### src/rtl/prefetch_queue.sv
// ============================================================================
// Module      : prefetch_queue
// Description : Instruction-fetch front end. Owns the fetch PC, issues icache
//               reads and buffers up to DEPTH fetched words ahead of decode.
//               Optional macro PREFETCH_BYPASS_EN: zero-latency empty-queue bypass.
// Revision    : 1.0 - initial release
// ============================================================================
`default_nettype none

module prefetch_queue #(
    parameter int unsigned          DEPTH   = 4,
    parameter int unsigned          WORD_W  = 32,
    parameter logic [WORD_W-1:0]    PC_INIT = '0
) (
    input  logic                         CLK,
    input  logic                         RST,
    output logic                         imemREN,
    output logic [WORD_W-1:0]            imemaddr,
    input  logic                         ihit,
    input  logic [WORD_W-1:0]            imemload,
    input  logic                         redirect,
    input  logic [WORD_W-1:0]            redirect_pc,
    input  logic                         deq,
    output logic                         valid,
    output logic [WORD_W-1:0]            instr,
    output logic [WORD_W-1:0]            pc,
    output logic [WORD_W-1:0]            pc4,
    output logic [$clog2(DEPTH+1)-1:0]   count,
    output logic                         fetch_halted
);

    localparam int unsigned PTR_W = $clog2(DEPTH);
    localparam int unsigned CNT_W = $clog2(DEPTH+1);

    logic [WORD_W-1:0] fpc_q, fpc_d;
    logic [PTR_W-1:0]  rd_ptr_q, rd_ptr_d;
    logic [PTR_W-1:0]  wr_ptr_q, wr_ptr_d;
    logic [CNT_W-1:0]  count_q, count_d;
    logic              halted_q, halted_d;
    logic [WORD_W-1:0] instr_mem_q [DEPTH];
    logic [WORD_W-1:0] pc_mem_q    [DEPTH];

    logic              w_empty, w_req, w_push, w_pop, w_write, w_bypass;
    logic [WORD_W-1:0] w_head_instr, w_head_pc;

    always_comb begin
        w_empty  = (count_q == '0);
        w_req    = !RST && !halted_q && !redirect &&
                   ((count_q < CNT_W'(DEPTH)) || deq);
        w_push   = w_req && ihit;
`ifdef PREFETCH_BYPASS_EN
        w_bypass = w_empty && w_push;
`else
        w_bypass = 1'b0;
`endif
        w_pop    = deq && !w_empty && !redirect;
        // A bypassed word consumed in the same cycle never lands in the queue.
        w_write  = w_push && !(w_bypass && deq);

        fpc_d    = fpc_q;
        rd_ptr_d = rd_ptr_q;
        wr_ptr_d = wr_ptr_q;
        count_d  = count_q;
        halted_d = halted_q;

        if (w_push) begin
            fpc_d = fpc_q + WORD_W'(4);
            if (imemload[WORD_W-1 -: 6] == 6'b111111)
                halted_d = 1'b1;
        end
        if (w_write)
            wr_ptr_d = wr_ptr_q + PTR_W'(1);
        if (w_pop)
            rd_ptr_d = rd_ptr_q + PTR_W'(1);
        case ({w_write, w_pop})
            2'b10:   count_d = count_q + CNT_W'(1);
            2'b01:   count_d = count_q - CNT_W'(1);
            default: count_d = count_q;
        endcase

        if (redirect) begin
            fpc_d    = redirect_pc & ~WORD_W'(3);
            rd_ptr_d = '0;
            wr_ptr_d = '0;
            count_d  = '0;
            halted_d = 1'b0;
        end
    end

    always_ff @(posedge CLK or posedge RST) begin
        if (RST) begin
            fpc_q    <= PC_INIT;
            rd_ptr_q <= '0;
            wr_ptr_q <= '0;
            count_q  <= '0;
            halted_q <= 1'b0;
        end else begin
            fpc_q    <= fpc_d;
            rd_ptr_q <= rd_ptr_d;
            wr_ptr_q <= wr_ptr_d;
            count_q  <= count_d;
            halted_q <= halted_d;
        end
    end

    // Storage needs no reset: every read is qualified by count.
    always_ff @(posedge CLK) begin
        if (w_write && !redirect) begin
            instr_mem_q[wr_ptr_q] <= imemload;
            pc_mem_q[wr_ptr_q]    <= fpc_q;
        end
    end

    always_comb begin
        if (w_bypass) begin
            w_head_instr = imemload;
            w_head_pc    = fpc_q;
        end else begin
            w_head_instr = instr_mem_q[rd_ptr_q];
            w_head_pc    = pc_mem_q[rd_ptr_q];
        end
        valid        = !w_empty || w_bypass;
        instr        = valid ? w_head_instr : '0;
        pc           = valid ? w_head_pc : '0;
        pc4          = valid ? (w_head_pc + WORD_W'(4)) : '0;
        imemREN      = w_req;
        imemaddr     = fpc_q;
        count        = count_q;
        fetch_halted = halted_q;
    end

endmodule

`default_nettype wire
### config.mk
export PLATFORM = sky130hd
export DESIGN_NAME = prefetch_queue
export DESIGN_NICKNAME = d
export VERILOG_FILES = /design/src/rtl/prefetch_queue.sv
export SDC_FILE = /design/constraint.sdc
export NUM_CORES = 1
export LEC_CHECK = 0
export CORE_MARGIN = 2
export CORE_UTILIZATION = 30
export DETAILED_ROUTE_END_ITERATION = 7
export MAX_ROUTING_LAYER = met4
export PLACE_DENSITY_LB_ADDON = 0.1
export SLEW_MARGIN = 10
export SYNTH_ARGS = -nofsm -noshare
export SYNTH_HDL_FRONTEND = slang
export SYNTH_SLANG_ARGS = --single-unit
### constraint.sdc
create_clock -name CLK -period 4.4 [get_ports CLK]
set_input_delay 0.44 -clock CLK [delete_from_list [all_inputs] [get_ports CLK]]
set_output_delay 0.44 -clock CLK [all_outputs]
set_load 0.02 [all_outputs]
==> results_dict.tcl <==
set metrics [dict create \
    status "finished, final reports clean" \
    core_um2 40830 \
    maxSlewHeadroom_pct 40.94 \
    leakage_nw 5.420 \
    finalHoldViolations 0 \
    fillers 3778 \
    syn-cell-area_um2 12410 \
    fin_hold_ws_ns 0.4581 \
    placed_cells 1481 \
    period_needed_ns 4.267 \
    grt_pass1_vias 7939 \
    start_kind "register" \
    arrival_ns 3.83 \
    power_mw 9.468 \
    clkLatencyLatePin_ns 0.50 \
    path_clk_slew_ns 0.06 \
    rsz0062_at_grt "no" \
    antenna_found_initial 0 \
    synthCells 775 \
    cts.root.buffer_cell "clkbuf_16" \
    cts_buffers 34 \
    finClkSkew_ns 0.009133 \
    ys_warn_count 0 \
    end_kind "output port" \
    worst_pin_slew_ns 0.8849 \
    fin_ws_ns 0.1327 \
    slew_violations 0 \
    drv_cap 0 \
    cp_slowest_cell "or4_4" \
    worstHoldPathType "in -> async" \
    path_max_fanout 12 \
    fin_nets 1073 \
    synthArstFlopShare_pct 13.29 \
    ios 203 \
    crit_required_ns 3.96 \
    cts.sinks 286 \
    crit-reg2reg-launch "fetch_halted$_DFFE_PP0P_" \
    cts_hold_buffers 0 \
    cts_tree "yes" \
    path_cells "buf_12, mux4_2, nand3_4, or4_4, buf_4, nor3_1, mux2_2, clkdlybuf4s50_1" \
    drive_above_1_share_pct 16.39 \
    area_delta_synth_final_pct 31.31 \
    gp_congestion 0.7601 \
    ctsHtreeMaxLevel 2 \
    drc_errors 0 \
    vias 7592 \
    drtIter0Drc 415 \
    postLayoutCellArea_um2 16290 \
    clock_path_buffers 3 \
    reg2reg_depth 9 \
    powerDensity_nw_per_um2 581.1 \
    final_common_cell "edfxtp_1" \
    synth-seq-cells 286 \
    viasPerCell 4.895 \
    port-buffer-count 194 \
    irDropWorstVdd_uv 203.7 \
    ant_nets 0 \
    core.rowCount 74 \
    fin_crit_sh_pct 96.98 \
    grt_start_max_net_pins 47 \
    reg2reg_slack_ns 1.72 \
    slowest_delay_ns 0.64 \
    grt_usage_pct 15.97 \
    die_h_um 207.4 \
    grt.overflow.total 0 \
    seq_area_frac_synth_pct 67.68 \
    synth_ff_type "edfxtp_1" \
    die-area_um2 43000 \
    firstDrtPassIters 4 \
    tns_ns 0 \
    synth_edf_count 248 \
    final_cell_mix "248 x edfxtp_1, 186 x clkdlybuf4s50_1, 63 x and2_1" \
    fp.dieW_um 207.4 \
    initial_core_util_pct 30.39 \
    instances_no_fill 1551 \
    post-dp-hpwl_mm 21.42 \
    setup_viol 0 \
    r2r-end "count[2]$_DFFE_PP0P_" \
    max_freq_mhz 234.3 \
    crit_type "reg -> out" \
    avgSynthCellArea_um2 16.01 \
    wl_per_cell_um 21.99 \
    final_util_pct 39.90 \
    grt_pass1_wl_mm 50.71 \
    drt-total-wl_mm 34.11 \
    dp_slack_ns 0.3599 \
    antenna_cells 0 \
    place_area_um2 14990 \
    synth_cell_types 53 \
    crit_start "rd_ptr_q[0]$_DFFE_PP0P_" \
]
## state kept, by name, indices dropped and copies added, names as in the netlist
signal,flops
count,3
fetch_halted,1
imemaddr,30
instr_mem_q,128
pc_mem_q,120
rd_ptr_q,2
wr_ptr_q,2
## worst max-delay path by stage
stage	end	slack, ns	cells past startpoint
2_1_floorplan	instr_mem_q[0][0]$_DFFE_PP_	0.81	6
3_3_place_gp	pc4[31]	0.42	8
3_5_place_dp	pc4[31]	0.36	8
4_1_cts	pc4[30]	0.03	7
5_1_grt	pc4[24]	0.005	7
6_report	pc4[27]	0.13	8
## routing by layer
metal	vias to the layer above	GRT usage (%)	wire (um)
met3	36	3.116	1626
li1	3489	-	-
met2	193	25.66	16960
met1	3874	20.63	15020
met4	0	4.557	499
met5	-	-	0
## cells in the mapped netlist, types with 6 or more instances
master,number,share of area [%]
ha_1,6,0.61
clkbuf_1,23,0.70
xor2_1,7,0.49
a31oi_1,7,0.35
nand4_1,10,0.50
xnor2_1,13,0.92
nand3_1,20,0.81
o21ai_0,35,1.4
dfrtp_1,38,7.7
buf_2,8,0.32
mux2_2,6,0.54
nor4_1,14,0.71
buf_4,7,0.42
nor3_1,15,0.61
nand2_1,42,1.3
inv_1,15,0.45
and2_1,67,3.4
a21oi_1,12,0.48
or3_1,9,0.45
a221o_1,7,0.56
nor2_1,41,1.2
o311ai_0,7,0.49
mux4_2,58,11
edfxtp_1,248,60
## cells by family (layout without fill, tap and decap cells)
| group | Yosys count | after routing | synth area share [%] |
|---|---|---|---|
| adders and majority gates | 7 | 7 | 0.7664 |
| muxes | 75 | 75 | 12.53 |
| xor gates and xnor gates | 20 | 20 | 1.412 |
| AOI/OAI and AO/OA | 84 | 84 | 4.407 |
| other | 1 | 6 | 0.03022 |
| buffers and inverters | 61 | 298 | 2.511 |
| DFF | 286 | 286 | 67.68 |
| and+or+nand+nor | 241 | 243 | 10.66 |
## worst max-delay path, delay by kind of cell, from the launching register on
kind          cells  cell delay [ns]
simple gates      3             1.01
flops             1             0.59
mux               2             0.80
buf+inv           3             0.93
## power by group
part	internal, mW	switching [mW]
clock	1.76	1.07
sequential	3.07	0.157
combinational	1.58	1.83
## area by class of cell
cell class | instances | area [um^2] | area share, %
Timing Repair Buffer | 225 | 2253 | 13.83
Clock buffer | 39 | 900.9 | 5.529
Sequential cell | 286 | 8406 | 51.59
Tap cell | 532 | 665.6 | 4.085
Multi-Input combinational cell | 435 | 3781 | 23.21
Clock inverter | 19 | 230.2 | 1.413
Inverter | 15 | 56.30 | 0.3456
## repair_timing
action | 4_1_cts | 5_1_grt
gates cloned | 1 | 1
resized for setup | 5 | 11
pin swaps | 3 | 1
setup endpoints to repair | 11 | 11
setup buffers | 6 | 4
(Power assumes the default switching activity.)
